`src/rtl/three_two_sched_pkg.sv`:
```
// Shared constants for the three-requester, two-lane scheduler: data width,
// round-robin pointer states and lane source-index codes.
package three_two_pkg;

    localparam int DW = 2;

    localparam logic [1:0] P_X = 2'd0;
    localparam logic [1:0] P_Y = 2'd1;
    localparam logic [1:0] P_Z = 2'd2;

    // Source codes share the pointer encoding, so a granted source maps straight to a state
    localparam logic [1:0] SRC_X    = 2'd0;
    localparam logic [1:0] SRC_Y    = 2'd1;
    localparam logic [1:0] SRC_Z    = 2'd2;
    localparam logic [1:0] SRC_NONE = 2'd3;

    function automatic logic [1:0] next_ptr(input logic [1:0] p);
        case (p)
            P_X:     return P_Y;
            P_Y:     return P_Z;
            default: return P_X;
        endcase
    endfunction

    function automatic logic [1:0] onehot_to_src(input logic [2:0] oh);
        case (oh)
            3'b001:  return SRC_X;
            3'b010:  return SRC_Y;
            3'b100:  return SRC_Z;
            default: return SRC_NONE;
        endcase
    endfunction

endpackage

```
`src/rtl/rr_pick3.sv`:
```
// Combinational round-robin scan over three requesters starting at ptr;
// returns the first and second asserted requesters as one-hot vectors.
module rr_pick3 (
    input  logic [2:0] req,
    input  logic [1:0] ptr,
    output logic [2:0] pick1,
    output logic [2:0] pick2,
    output logic       valid1,
    output logic       valid2
);
    import three_two_pkg::*;

    logic [1:0] idx;
    logic [2:0] mask;

    // An illegal pointer value restarts the scan at X
    always_comb begin
        pick1  = 3'b000;
        pick2  = 3'b000;
        valid1 = 1'b0;
        valid2 = 1'b0;
        idx    = (ptr > P_Z) ? P_X : ptr;
        mask   = 3'b000;
        for (int k = 0; k < 3; k++) begin
            mask = 3'b001 << idx;
            if ((req & mask) != 3'b000) begin
                if (!valid1) begin
                    pick1  = mask;
                    valid1 = 1'b1;
                end else if (!valid2) begin
                    pick2  = mask;
                    valid2 = 1'b1;
                end
            end
            idx = next_ptr(idx);
        end
    end

endmodule

```
`src/rtl/three_two_sched.sv`:
```
// Three-requester to two-lane scheduler: round-robin picks, combinational
// grants, registered lanes with per-lane valid/ready back-pressure.
module three_two_sched #(
    parameter int DW = three_two_pkg::DW
) (
    input  logic          CLK,
    input  logic          RST,
    input  logic [2:0]    REQ,
    input  logic [DW-1:0] X,
    input  logic [DW-1:0] Y,
    input  logic [DW-1:0] Z,
    output logic [2:0]    GNT,
    output logic [DW-1:0] O1,
    output logic [DW-1:0] O2,
    output logic          V1,
    output logic          V2,
    input  logic          RDY1,
    input  logic          RDY2,
    output logic [1:0]    S1,
    output logic [1:0]    S2
);
    import three_two_pkg::*;

    logic [1:0]    ptr;
    logic [1:0]    ptr_next;
    logic [2:0]    pick1;
    logic [2:0]    pick2;
    logic          pick1_valid;
    logic          pick2_valid;
    logic          free1;
    logic          free2;
    logic          load1;
    logic          load2;
    logic [1:0]    src1;
    logic [1:0]    src2;
    logic [1:0]    last;
    logic [2:0]    gnt_raw;
    logic [DW-1:0] data1;
    logic [DW-1:0] data2;

    rr_pick3 u_pick (
        .req    (REQ),
        .ptr    (ptr),
        .pick1  (pick1),
        .pick2  (pick2),
        .valid1 (pick1_valid),
        .valid2 (pick2_valid)
    );

    // Pick 1 prefers lane 1; pick 2 is only taken when both lanes can accept
    always_comb begin
        free1   = !V1 || RDY1;
        free2   = !V2 || RDY2;
        load1   = 1'b0;
        load2   = 1'b0;
        src1    = SRC_NONE;
        src2    = SRC_NONE;
        gnt_raw = 3'b000;
        last    = ptr;
        if (pick1_valid && free1) begin
            load1   = 1'b1;
            src1    = onehot_to_src(pick1);
            gnt_raw = pick1;
            last    = src1;
            if (pick2_valid && free2) begin
                load2   = 1'b1;
                src2    = onehot_to_src(pick2);
                gnt_raw = pick1 | pick2;
                last    = src2;
            end
        end else if (pick1_valid && free2) begin
            load2   = 1'b1;
            src2    = onehot_to_src(pick1);
            gnt_raw = pick1;
            last    = src2;
        end
        ptr_next = (load1 || load2) ? next_ptr(last) : ptr;
    end

    always_comb begin
        case (src1)
            SRC_X:   data1 = X;
            SRC_Y:   data1 = Y;
            SRC_Z:   data1 = Z;
            default: data1 = '0;
        endcase
        case (src2)
            SRC_X:   data2 = X;
            SRC_Y:   data2 = Y;
            SRC_Z:   data2 = Z;
            default: data2 = '0;
        endcase
    end

    assign GNT = RST ? 3'b000 : gnt_raw;

    // A lane that drains without a reload keeps its last data but reports no source
    always_ff @(posedge CLK or posedge RST) begin
        if (RST) begin
            ptr <= P_X;
            V1  <= 1'b0;
            V2  <= 1'b0;
            O1  <= '0;
            O2  <= '0;
            S1  <= SRC_NONE;
            S2  <= SRC_NONE;
        end else begin
            ptr <= ptr_next;
            if (load1) begin
                O1 <= data1;
                S1 <= src1;
                V1 <= 1'b1;
            end else if (V1 && RDY1) begin
                V1 <= 1'b0;
                S1 <= SRC_NONE;
            end
            if (load2) begin
                O2 <= data2;
                S2 <= src2;
                V2 <= 1'b1;
            end else if (V2 && RDY2) begin
                V2 <= 1'b0;
                S2 <= SRC_NONE;
            end
        end
    end

endmodule
```
`config.mk`:
```
export PLATFORM = sky130hd
export DESIGN_NAME = three_two_sched
export DESIGN_NICKNAME = d
export VERILOG_FILES = /design/src/rtl/three_two_sched_pkg.sv /design/src/rtl/rr_pick3.sv /design/src/rtl/three_two_sched.sv
export SDC_FILE = /design/constraint.sdc
export NUM_CORES = 1
export LEC_CHECK = 0
export ABC_AREA = 1
export BUFFER_PORTS_ARGS = -buffer_cell sky130_fd_sc_hd__clkbuf_2
export CAP_MARGIN = 20
export CELL_PAD_IN_SITES_DETAIL_PLACEMENT = 1
export CELL_PAD_IN_SITES_GLOBAL_PLACEMENT = 1
export CORE_AREA = 4 4 60 62
export DETAILED_ROUTE_END_ITERATION = 7
export DIE_AREA = 0 0 64 66
export PLACE_DENSITY = 0.87
export SETUP_SLACK_MARGIN = 0.4
export SYNTH_ARGS = -nofsm -noshare
export SYNTH_HDL_FRONTEND = slang
export SYNTH_HIERARCHICAL = 1
export SYNTH_SLANG_ARGS = --single-unit
export TNS_END_PERCENT = 100
```
`constraint.sdc`:
```
create_clock -name CLK -period 5.8 [get_ports CLK]
set_input_delay 0.29 -clock CLK [delete_from_list [all_inputs] [get_ports CLK]]
set_output_delay 0.29 -clock CLK [all_outputs]
set_load 0.01 [all_outputs]
```
==> flow_summary.yaml, run 1 <==
logic_synthesis:
  ys_types: 26
  synth_area_mm2: 0.001232
  yosysSeqAreaShare_pct: 24.77
  ys_ff_latch: 12
  yosysWarnings: 6
  avgSynthCellArea_um2: 6.626
  syn_inst: 186
  synth_nets: 203
place:
  gp_congestion: 0.8648
  hpwl_mm: 3.026
  dp.cells: 254
  port_buffers: 25
cells_and_area:
  antenna_cells: 0
  area_delta_synth_final_pct: 16.35
  fin_cells: 258
  drive_gt1_share_pct: 30.84
  multi_input_area_um2: 782.0
  nets: 232
  fill_cells: 427
  regArea_um2: 305.3
sta:
  post-route-period-util_pct: 50.08
  finClkSkew_ns: 0.001161
  timing.hold.ws_ns: 0.03907
  slew_headroom_pct: 69.39
  min_period_ns: 2.905
  max_freq_ghz: 0.3442
  grt_setup_unrepaired: "no"
  maxSlewViolCount: 0
  hold_viol: 0
  final.setup.tns_ns: 0
  setup_viol: 0
  worstMarginPinSlew_ns: 0.4586
pwr:
  power_density_mw_per_mm2: 687.5
  p_leak_nw: 0.7802
  internal_power_uw: 416.3
  seqPwrFrac_pct: 16.2
  comb_power_share_pct: 76.9
  peakVddDrop_uv: 211.3
  swShare_pct: 57.76
  clkPwrFrac_pct: 6.9
  power_uw: 985.7
  p_sw_uw: 569.4
run_status:
  status: "completed"
global_route:
  antenna_found_initial: 0
  grt_usage_pct: 17.77
  grt_pass1_wl_mm: 6.030
  grt-ovfl-total: 0
  grt_max_degree: 14
  grt_pass1_vias: 1340
setup_path:
  worstPathMaxFanout: 13
  critPathMaxStageDelay_ns: 0.44
  cp-end-kind: "output pin"
  path_class: "register to output pin"
  worstPathRequired_ns: 5.51
  critPathArrivalTime_ns: 2.61
  startpoint_type: "register"
  slowest_stage: "dfrtp_1"
  critical_path.cell_chain: "inv_1 -> ha_1 -> nand2_2 -> nand3_4 -> nor2_4 -> nand2_1 -> inv_2 -> nor2_8 -> nor2_2 -> inv_1 -> nand2_1 -> a21oi_1 -> clkbuf_2"
  crit_buf_inv: 4
  cp_top_family: "simple AND/OR/NAND/NOR gates"
route:
  route.detailed.drc: 0
  met3_length_um: 146
  vias: 1300
  topRoutingLayerUsed: "met3"
  drt_iter0_drc: 37
  wl_met2_mm: 1.749
  firstDrtPassIters: 4
  wl_met1_mm: 1.582
  via_per_inst: 5.039
  wl_per_cell_um: 13.48
  wl_mm: 3.478
  drtAntennaViolNets: 0
clock_network:
  cts_resized: 0
  cts.clk_slew.worst_paths_ns: 0.08
  clkLatencyLatePin_ns: 0.28
  cts_buffers: 3
  post_cts_buffers: 0
  htreeDepth: 1
  cts_tree: "done"
  hold_buffers: 0
  cts_num_sinks: 12
  root_buffer: "clkbuf_4"
  clock_tree.buffer_depth: 2
die:
  die_y_um: 66
  ioPinCount: 26
  core_mm2: 0.003028
  row_count: 20
  start_util_pct: 40.70
  die-area_mm2: 0.004224
  dieWidth_um: 64
flow_run:
  drv_cap: 0
hold_path:
  hp-class: "primary input to async pin"
layer usage:
layer	track usage [%]	up-vias
li1	-	658
met1	22.12	616
met2	32.26	26
met3	4.252	0
met4	1.078	0
met5	0	-
per-stage QoR:
| step | utilization [%] | cell area, um^2 | worst slack (ns) |
|---|---|---|---|
| after floorplan | - | 1232 | 3.540 |
| after global placement | 46.16 | 1398 | 3.232 |
| after detailed placement | 46.16 | 1398 | 3.189 |
| after CTS | 47.36 | 1434 | 2.881 |
| after global routing | 47.36 | 1434 | 2.676 |
| final | 47.36 | 1434 | 2.895 |
layout by cell type, fill, tap and decap left out, drive strengths merged:
cell	n
nand3	27
clkbuf	29
ha	4
nand2	62
a22oi	3
nand4	8
nor2	17
o211ai	1
inv	34
dfrtp	8
a21oi	8
o21ai	8
or2	1
dfstp	4
cell usage after synthesis:
master | number | area, um^2
or2_0 | 1 | 6.260
nand3_2 | 3 | 30.03
o21ai_1 | 3 | 15.01
o211ai_2 | 1 | 12.51
dfstp_2 | 4 | 105.1
nor2_1 | 12 | 45.04
a21oi_1 | 7 | 35.03
nand2_1 | 49 | 183.9
o21ai_0 | 4 | 20.02
nand2_2 | 12 | 75.07
dfrtp_1 | 8 | 200.2
inv_2 | 6 | 22.52
inv_1 | 27 | 101.4
nor2_4 | 2 | 22.52
inv_4 | 1 | 6.260
a22oi_1 | 3 | 22.52
nand4_1 | 8 | 50.05
a21oi_4 | 1 | 16.27
buf_8 | 1 | 15.01
ha_1 | 4 | 50.05
nor2_2 | 2 | 12.51
nand3_1 | 22 | 110.1
nand3_4 | 2 | 35.03
nand2_4 | 1 | 11.26
nor2_8 | 1 | 20.02
o21ai_2 | 1 | 8.760
area by class of cell:
class,instances,area share [%]
Inverter,34,9.075
Tap cell,44,3.839
Sequential cell,12,21.29
Clock buffer,4,2.531
Multi-Input combinational cell,139,54.54
Timing Repair Buffer,25,8.726
worst reg2reg max path, cell delays in order, from the launching register on:
cell	delay, ns
dfrtp_1	0.44
inv_1	0.09
ha_1	0.41
nand2_1	0.12
nand2_1	0.05
nor2_1	0.27
nor2_1	0.13
a21oi_1	0.26
inv_1	0.13
nand3_1	0.13
nand3_1	0.10
nand3_2	0.10
nand2_2	0.11
nand2_1	0.12
nand3_1	0.09
nand4_1	0.09
kinds of logic after synthesis:
| family | share of synthesized area (%) |
|---|---|
| adders and majority gates | 4.061 |
| buffers and inverters | 11.78 |
| DFF | 24.77 |
| AOI/OAI and AO/OA | 10.56 |
| and+or+nand+nor | 48.83 |
power groups by stage:
| stage | registers, mW | logic, mW | clock network [mW] |
|---|---|---|---|
| 2_1_floorplan | 0.172 | 0.568 | 0 |
| 3_3_place_gp | 0.159 | 0.732 | 0 |
| 3_5_place_dp | 0.161 | 0.759 | 0 |
| 4_1_cts | 0.160 | 0.765 | 0.0687 |
| 5_1_grt | 0.165 | 0.857 | 0.0749 |
| 6_report | 0.159 | 0.758 | 0.0678 |
state kept, by name, summed over array words and instances, names as in the netlist:
register and count:
S2 2, V2 1, S1 2, O1 2, ptr 2, O2 2, V1 1
path summary, 6_finish.rpt:
path	startpoint	end	slack [ns]	depth (start not counted)
hold reg to reg	S2[1]$_DFFE_PP1P_	S2[1]$_DFFE_PP1P_	0.49	2
max in group asynchronous	RST	S2[1]$_DFFE_PP1P_	5.42	2
hold / removal	RST	V1$_DFFE_PP0P_	0.04	2
min in group CLK	X[1]	O1[1]$_DFFE_PP0N_	0.25	3
setup / recovery	ptr[0]$_DFFE_PP0P_	GNT[0]	2.90	13
setup reg to reg	ptr[0]$_DFFE_PP0P_	O2[1]$_DFFE_PP0N_	3.12	15
Note: power is estimated with default switching activity, not from simulation.
==> run 2: changes to the inputs <==
--- a/config.mk
+++ b/config.mk
@@ -10,10 +10,10 @@
 export CAP_MARGIN = 20
 export CELL_PAD_IN_SITES_DETAIL_PLACEMENT = 1
 export CELL_PAD_IN_SITES_GLOBAL_PLACEMENT = 1
-export CORE_AREA = 4 4 60 62
+export CORE_AREA = 4 4 66 68
 export DETAILED_ROUTE_END_ITERATION = 7
-export DIE_AREA = 0 0 64 66
-export PLACE_DENSITY = 0.87
+export DIE_AREA = 0 0 70 72
+export PLACE_DENSITY = 0.77
 export SETUP_SLACK_MARGIN = 0.4
 export SYNTH_ARGS = -nofsm -noshare
 export SYNTH_HDL_FRONTEND = slang
==> constraint.sdc (replaced) <==
create_clock -name CLK -period 2.6 [get_ports CLK]
set_input_delay 0.13 -clock CLK [delete_from_list [all_inputs] [get_ports CLK]]
set_output_delay 0.13 -clock CLK [all_outputs]
set_load 0.01 [all_outputs]
==> flow_summary.yaml, run 2 (synthesized netlist as in run 1, its figures left out) <==
run_status:
  status: "completed"
place:
  place_area_mm2: 0.001426
  gp_congestion: 0.8484
  hpwl_mm: 2.919
  port_buffers: 25
  pre_cts_ws_ns: 0.01334
sta:
  min_period_ns: 2.520
  setup_viol: 0
  max_freq_ghz: 0.3968
  hold_viol: 0
  maxSlewViolCount: 0
  slew_headroom_pct: 67.24
  setup_ws_ns: 0.07973
  worstMarginPinSlew_ns: 0.4909
  post-route-period-util_pct: 96.93
  timing.hold.ws_ns: 0.1239
  finClkSkew_ns: 0.01119
  grt_setup_unrepaired: "yes"
route:
  wl_mm: 5.773
  vias: 1550
  drtAntennaViolNets: 0
  wl_per_cell_um: 19.70
  via_per_inst: 5.290
  drt_iter0_drc: 66
  firstDrtPassIters: 4
  route.detailed.drc: 0
clock_network:
  cts_num_sinks: 12
  cts.clk_slew.worst_paths_ns: 0.05
  clock_tree.buffer_depth: 2
  root_buffer: "clkbuf_8"
  cts_tree: "done"
  cts_buffers: 3
  clkLatencyLatePin_ns: 0.26
  htreeDepth: 1
flow_run:
  drv_cap: 0
global_route:
  met3_usage_pct: 2.493
  grt_max_degree: 13
  grt_usage_pct: 17.55
  antenna_found_initial: 0
  grt_pass1_vias: 1542
  grt_pass1_wl_mm: 7.396
  busiest_layer: "met2"
  grt_use_met2_pct: 32.42
  use_met1_pct: 22.72
  grt-ovfl-total: 0
setup_path:
  cp_top_family: "simple AND/OR/NAND/NOR gates"
  startpoint_type: "register"
  timing.rr.end: "O2[1]$_DFFE_PP0N_"
  endpoint: "O2[1]$_DFFE_PP0N_"
  reg2reg_slack_ns: 0.08
  slowest_stage: "dfrtp_2"
  critical_path.cell_chain: "inv_2 -> ha_4 -> nand2_4 -> nand3_4 -> nor2_4 -> nor2_2 -> nand2_1 -> nand2_2 -> inv_1 -> nand3_2 -> nand2_2 -> nand2_4 -> nand2_4 -> nand2_2 -> nand3_1 -> nand4_1"
  cp-startpoint: "ptr[0]$_DFFE_PP0P_"
  path_class: "register to register"
  crit-reg2reg-launch: "ptr[0]$_DFFE_PP0P_"
  critPathMaxStageDelay_ns: 0.45
  critPathArrivalTime_ns: 2.63
  crit_buf_inv: 2
  worstPathRequired_ns: 2.71
  reg2reg_depth: 16
  worstPathMaxFanout: 6
  cp-end-kind: "register"
  cp.depth: 16
cells_and_area:
  drive_gt1_share_pct: 62.55
  fin_util_pct: 52.56
  design_area_mm2: 0.002027
  final_common_cell: "nand2_1"
  nets: 261
  area_delta_synth_final_pct: 64.47
  layout_common_cells: "nand2_1 (28), clkbuf_2 (22), buf_4 (22)"
  antenna_cells: 0
die:
  core_mm2: 0.003856
  ioPinCount: 26
  die_y_um: 72
  dieWidth_um: 70
  die-area_mm2: 0.005040
  row_count: 23
  start_util_pct: 31.96
hold_path:
  hp-class: "primary input to register"
[run 2: worst min-delay path: stages]
cell and delay (ns):
clkbuf_2 0.09, nand2_1 0.05, nand4_1 0.06
[run 2: per-layer routing]
layer | vias to the layer above | routed length [um]
li1 | 710 | -
met2 | 41 | 3010
met4 | 0 | 209
met5 | - | 0
met1 | 779 | 2363
met3 | 20 | 189
[run 2: layout make-up]
class / instances / area, um^2
repair buffers: 54 / 367.9
inverters: 34 / 142.6
multi-input cells: 139 / 1091
flip-flops and latches: 12 / 307.8
well taps: 50 / 62.56
fillers: 497 / 1829
clock buffers: 4 / 55.05
[run 2: worst min path at each step]
stage | start | end | slack (ns) | cells past startpoint
2_1_floorplan | RST | O1[0]$_DFFE_PP0N_ | -0.008 | 1
3_3_place_gp | RST | V1$_DFFE_PP0P_ | 0.20 | 2
3_5_place_dp | RST | V1$_DFFE_PP0P_ | 0.20 | 2
4_1_cts | Y[1] | O1[1]$_DFFE_PP0N_ | 0.14 | 3
5_1_grt | Y[0] | O1[0]$_DFFE_PP0N_ | 0.15 | 3
6_report | Y[1] | O1[1]$_DFFE_PP0N_ | 0.12 | 3
[run 2: stage by stage]
stage / cells / TNS [ns]
global placement: 260 / 0
floorplan: 186 / 0
detailed placement: 260 / 0
CTS: 281 / 0
global route: 293 / -0.1109
finish: 293 / 0
[run 2: timing repair]
item,4_1_cts,5_1_grt
endpoints found under the setup margin,13,12
cloned,0,0
endpoints found under the hold margin,8,0
setup buffers,16,12
resized for setup,48,48
pin swaps,18,26
hold buffers,1,0
Power of run 2 is left out: the tool's default activity adds up to more than one toggle a clock period on the data nets, which glitch-free logic cannot reach.
==> run 3: changes to the inputs <==
--- a/config.mk
+++ b/config.mk
@@ -13,7 +13,7 @@
 export CORE_AREA = 4 4 66 68
 export DETAILED_ROUTE_END_ITERATION = 7
 export DIE_AREA = 0 0 70 72
-export PLACE_DENSITY = 0.77
+export PLACE_DENSITY_LB_ADDON = 0.1
 export SETUP_SLACK_MARGIN = 0.4
 export SYNTH_ARGS = -nofsm -noshare
 export SYNTH_HDL_FRONTEND = slang
==> flow_summary.yaml, run 3 (synthesized netlist as in run 1, its figures left out) <==
run_status:
  status: "completed"
die:
  core_mm2: 0.003856
  die_y_um: 72
  row_count: 23
  start_util_pct: 31.96
  dieWidth_um: 70
  die-area_mm2: 0.005040
  ioPinCount: 26
setup_path:
  critical_path.cell_chain: "ha_4 -> nand2_4 -> nand3_4 -> nor2_4 -> nand2_4 -> o21ai_4 -> inv_1 -> nand3_2 -> nand2_4 -> nand2_4 -> nand2_4 -> buf_4 -> nand4_1 -> nand4_1"
  slowest_stage: "dfrtp_2"
  cp-end-kind: "register"
  critPathMaxStageDelay_ns: 0.46
  crit_top_cell: "nand2_4"
  path_class: "register to register"
  worstPathRequired_ns: 2.72
  crit_buf_inv: 2
  startpoint_type: "register"
  critPathArrivalTime_ns: 2.47
  worstPathMaxFanout: 6
  cp_top_family: "simple AND/OR/NAND/NOR gates"
global_route:
  grt_usage_pct: 16.31
  antenna_found_initial: 0
  grt_pass1_wl_mm: 6.831
  grt-ovfl-total: 0
  grt_max_degree: 13
  grt_pass1_vias: 1474
route:
  vias: 1386
  wl_per_cell_um: 14.48
  drtAntennaViolNets: 0
  via_per_inst: 4.813
  firstDrtPassIters: 4
  drt_iter0_drc: 53
  wl_mm: 4.170
  route.detailed.drc: 0
sta:
  post-route-period-util_pct: 90.49
  finClkSkew_ns: 0.004221
  grt_setup_unrepaired: "yes"
  hold_viol: 0
  worstMarginPinSlew_ns: 0.4746
  maxSlewViolCount: 0
  final.setup.tns_ns: 0
  min_period_ns: 2.353
  max_freq_ghz: 0.4250
  setup_viol: 0
  slew_headroom_pct: 68.33
clock_network:
  root_buffer: "clkbuf_8"
  cts.clk_slew.worst_paths_ns: 0.05
  clock_tree.buffer_depth: 2
  cts_tree: "done"
  cts_buffers: 3
  cts_num_sinks: 12
  htreeDepth: 1
  clkLatencyLatePin_ns: 0.24
place:
  port_buffers: 25
  dp.cells: 260
  hpwl_mm: 3.004
  gp_congestion: 0.7668
cells_and_area:
  nets: 256
  drive_gt1_share_pct: 55.88
  antenna_cells: 0
  area_delta_synth_final_pct: 55.33
  final_common_cell: "nand2_1"
  fin_cells: 288
  layout_common_cells: "nand2_1 (39), clkbuf_2 (24), inv_1 (23)"
flow_run:
  drv_cap: 0
hold_path:
  hp-class: "primary input to register"
[run 3: cell count changes in the layout (fill, tap and decap cells not counted), sizes merged]
cell	delta
buf	-7
clkbuf	+2
[run 3: per-stage QoR]
| stage | hold slack [ns] | instance area (um^2) | util, % | worst slack [ns] |
|---|---|---|---|---|
| detailed placement | 0.2024 | 1426 | 36.99 | 0.01858 |
| global placement | 0.1909 | 1426 | 36.99 | 0.06779 |
| CTS | 0.1349 | 1770 | 45.91 | 0.2811 |
| global route | 0.1370 | 1914 | 49.64 | 0.08951 |
| finish | 0.1374 | 1914 | 49.64 | 0.2473 |
| floorplan | -0.008164 | 1254 | - | 0.4876 |
[run 3: path summary, 6_finish.rpt]
check,cells after the start,endpoint,slack (ns),from
max,14,O2[0]$_DFFE_PP0N_,0.25,ptr[1]$_DFFE_PP0P_
min,3,O1[0]$_DFFE_PP0N_,0.14,X[0]
max reg2reg,14,O2[0]$_DFFE_PP0N_,0.25,ptr[1]$_DFFE_PP0P_
min reg2reg,2,S1[1]$_DFFE_PP1P_,0.47,S1[1]$_DFFE_PP1P_
max in group asynchronous,3,S2[0]$_DFFE_PP1P_,1.74,RST
min in group asynchronous,3,O2[1]$_DFFE_PP0N_,0.51,RST
[run 3: worst register-to-register path: cells and delay by family (launching register included)]
kind | cells | cell delay, ns
AND/OR/NAND/NOR | 10 | 1.08
adder cells (fa/ha/maj) | 1 | 0.29
buffers and inverters | 2 | 0.22
flip-flops | 1 | 0.46
AO/OA/AOI/OAI | 1 | 0.20
[run 3: area by class of cell]
cell class	count	area (um^2)
Fill cell	494	1942
Multi-Input combinational cell	139	1046
Timing Repair Buffer	49	315.3
Sequential cell	12	307.8
Inverter	34	137.6
Tap cell	50	62.56
Clock buffer	4	45.04
[run 3: timing repair]
action / CTS / global route
endpoints found under the setup margin: 13 / 13
buffers inserted: 15 / 8
resized for setup: 48 / 22
hold buffers: 1 / 0
endpoints found under the hold margin: 8 / 0
pin swaps: 17 / 13
[run 3: per-layer routing]
metal | vias to the layer above | GRT usage [%] | wire length [um]
met1 | 668 | 21.24 | 1899
li1 | 700 | - | -
met2 | 18 | 29.07 | 2136
met4 | 0 | 1.064 | 0
met3 | 0 | 3.601 | 134
met5 | - | 0 | 0
Power of run 3 is left out for the same reason.
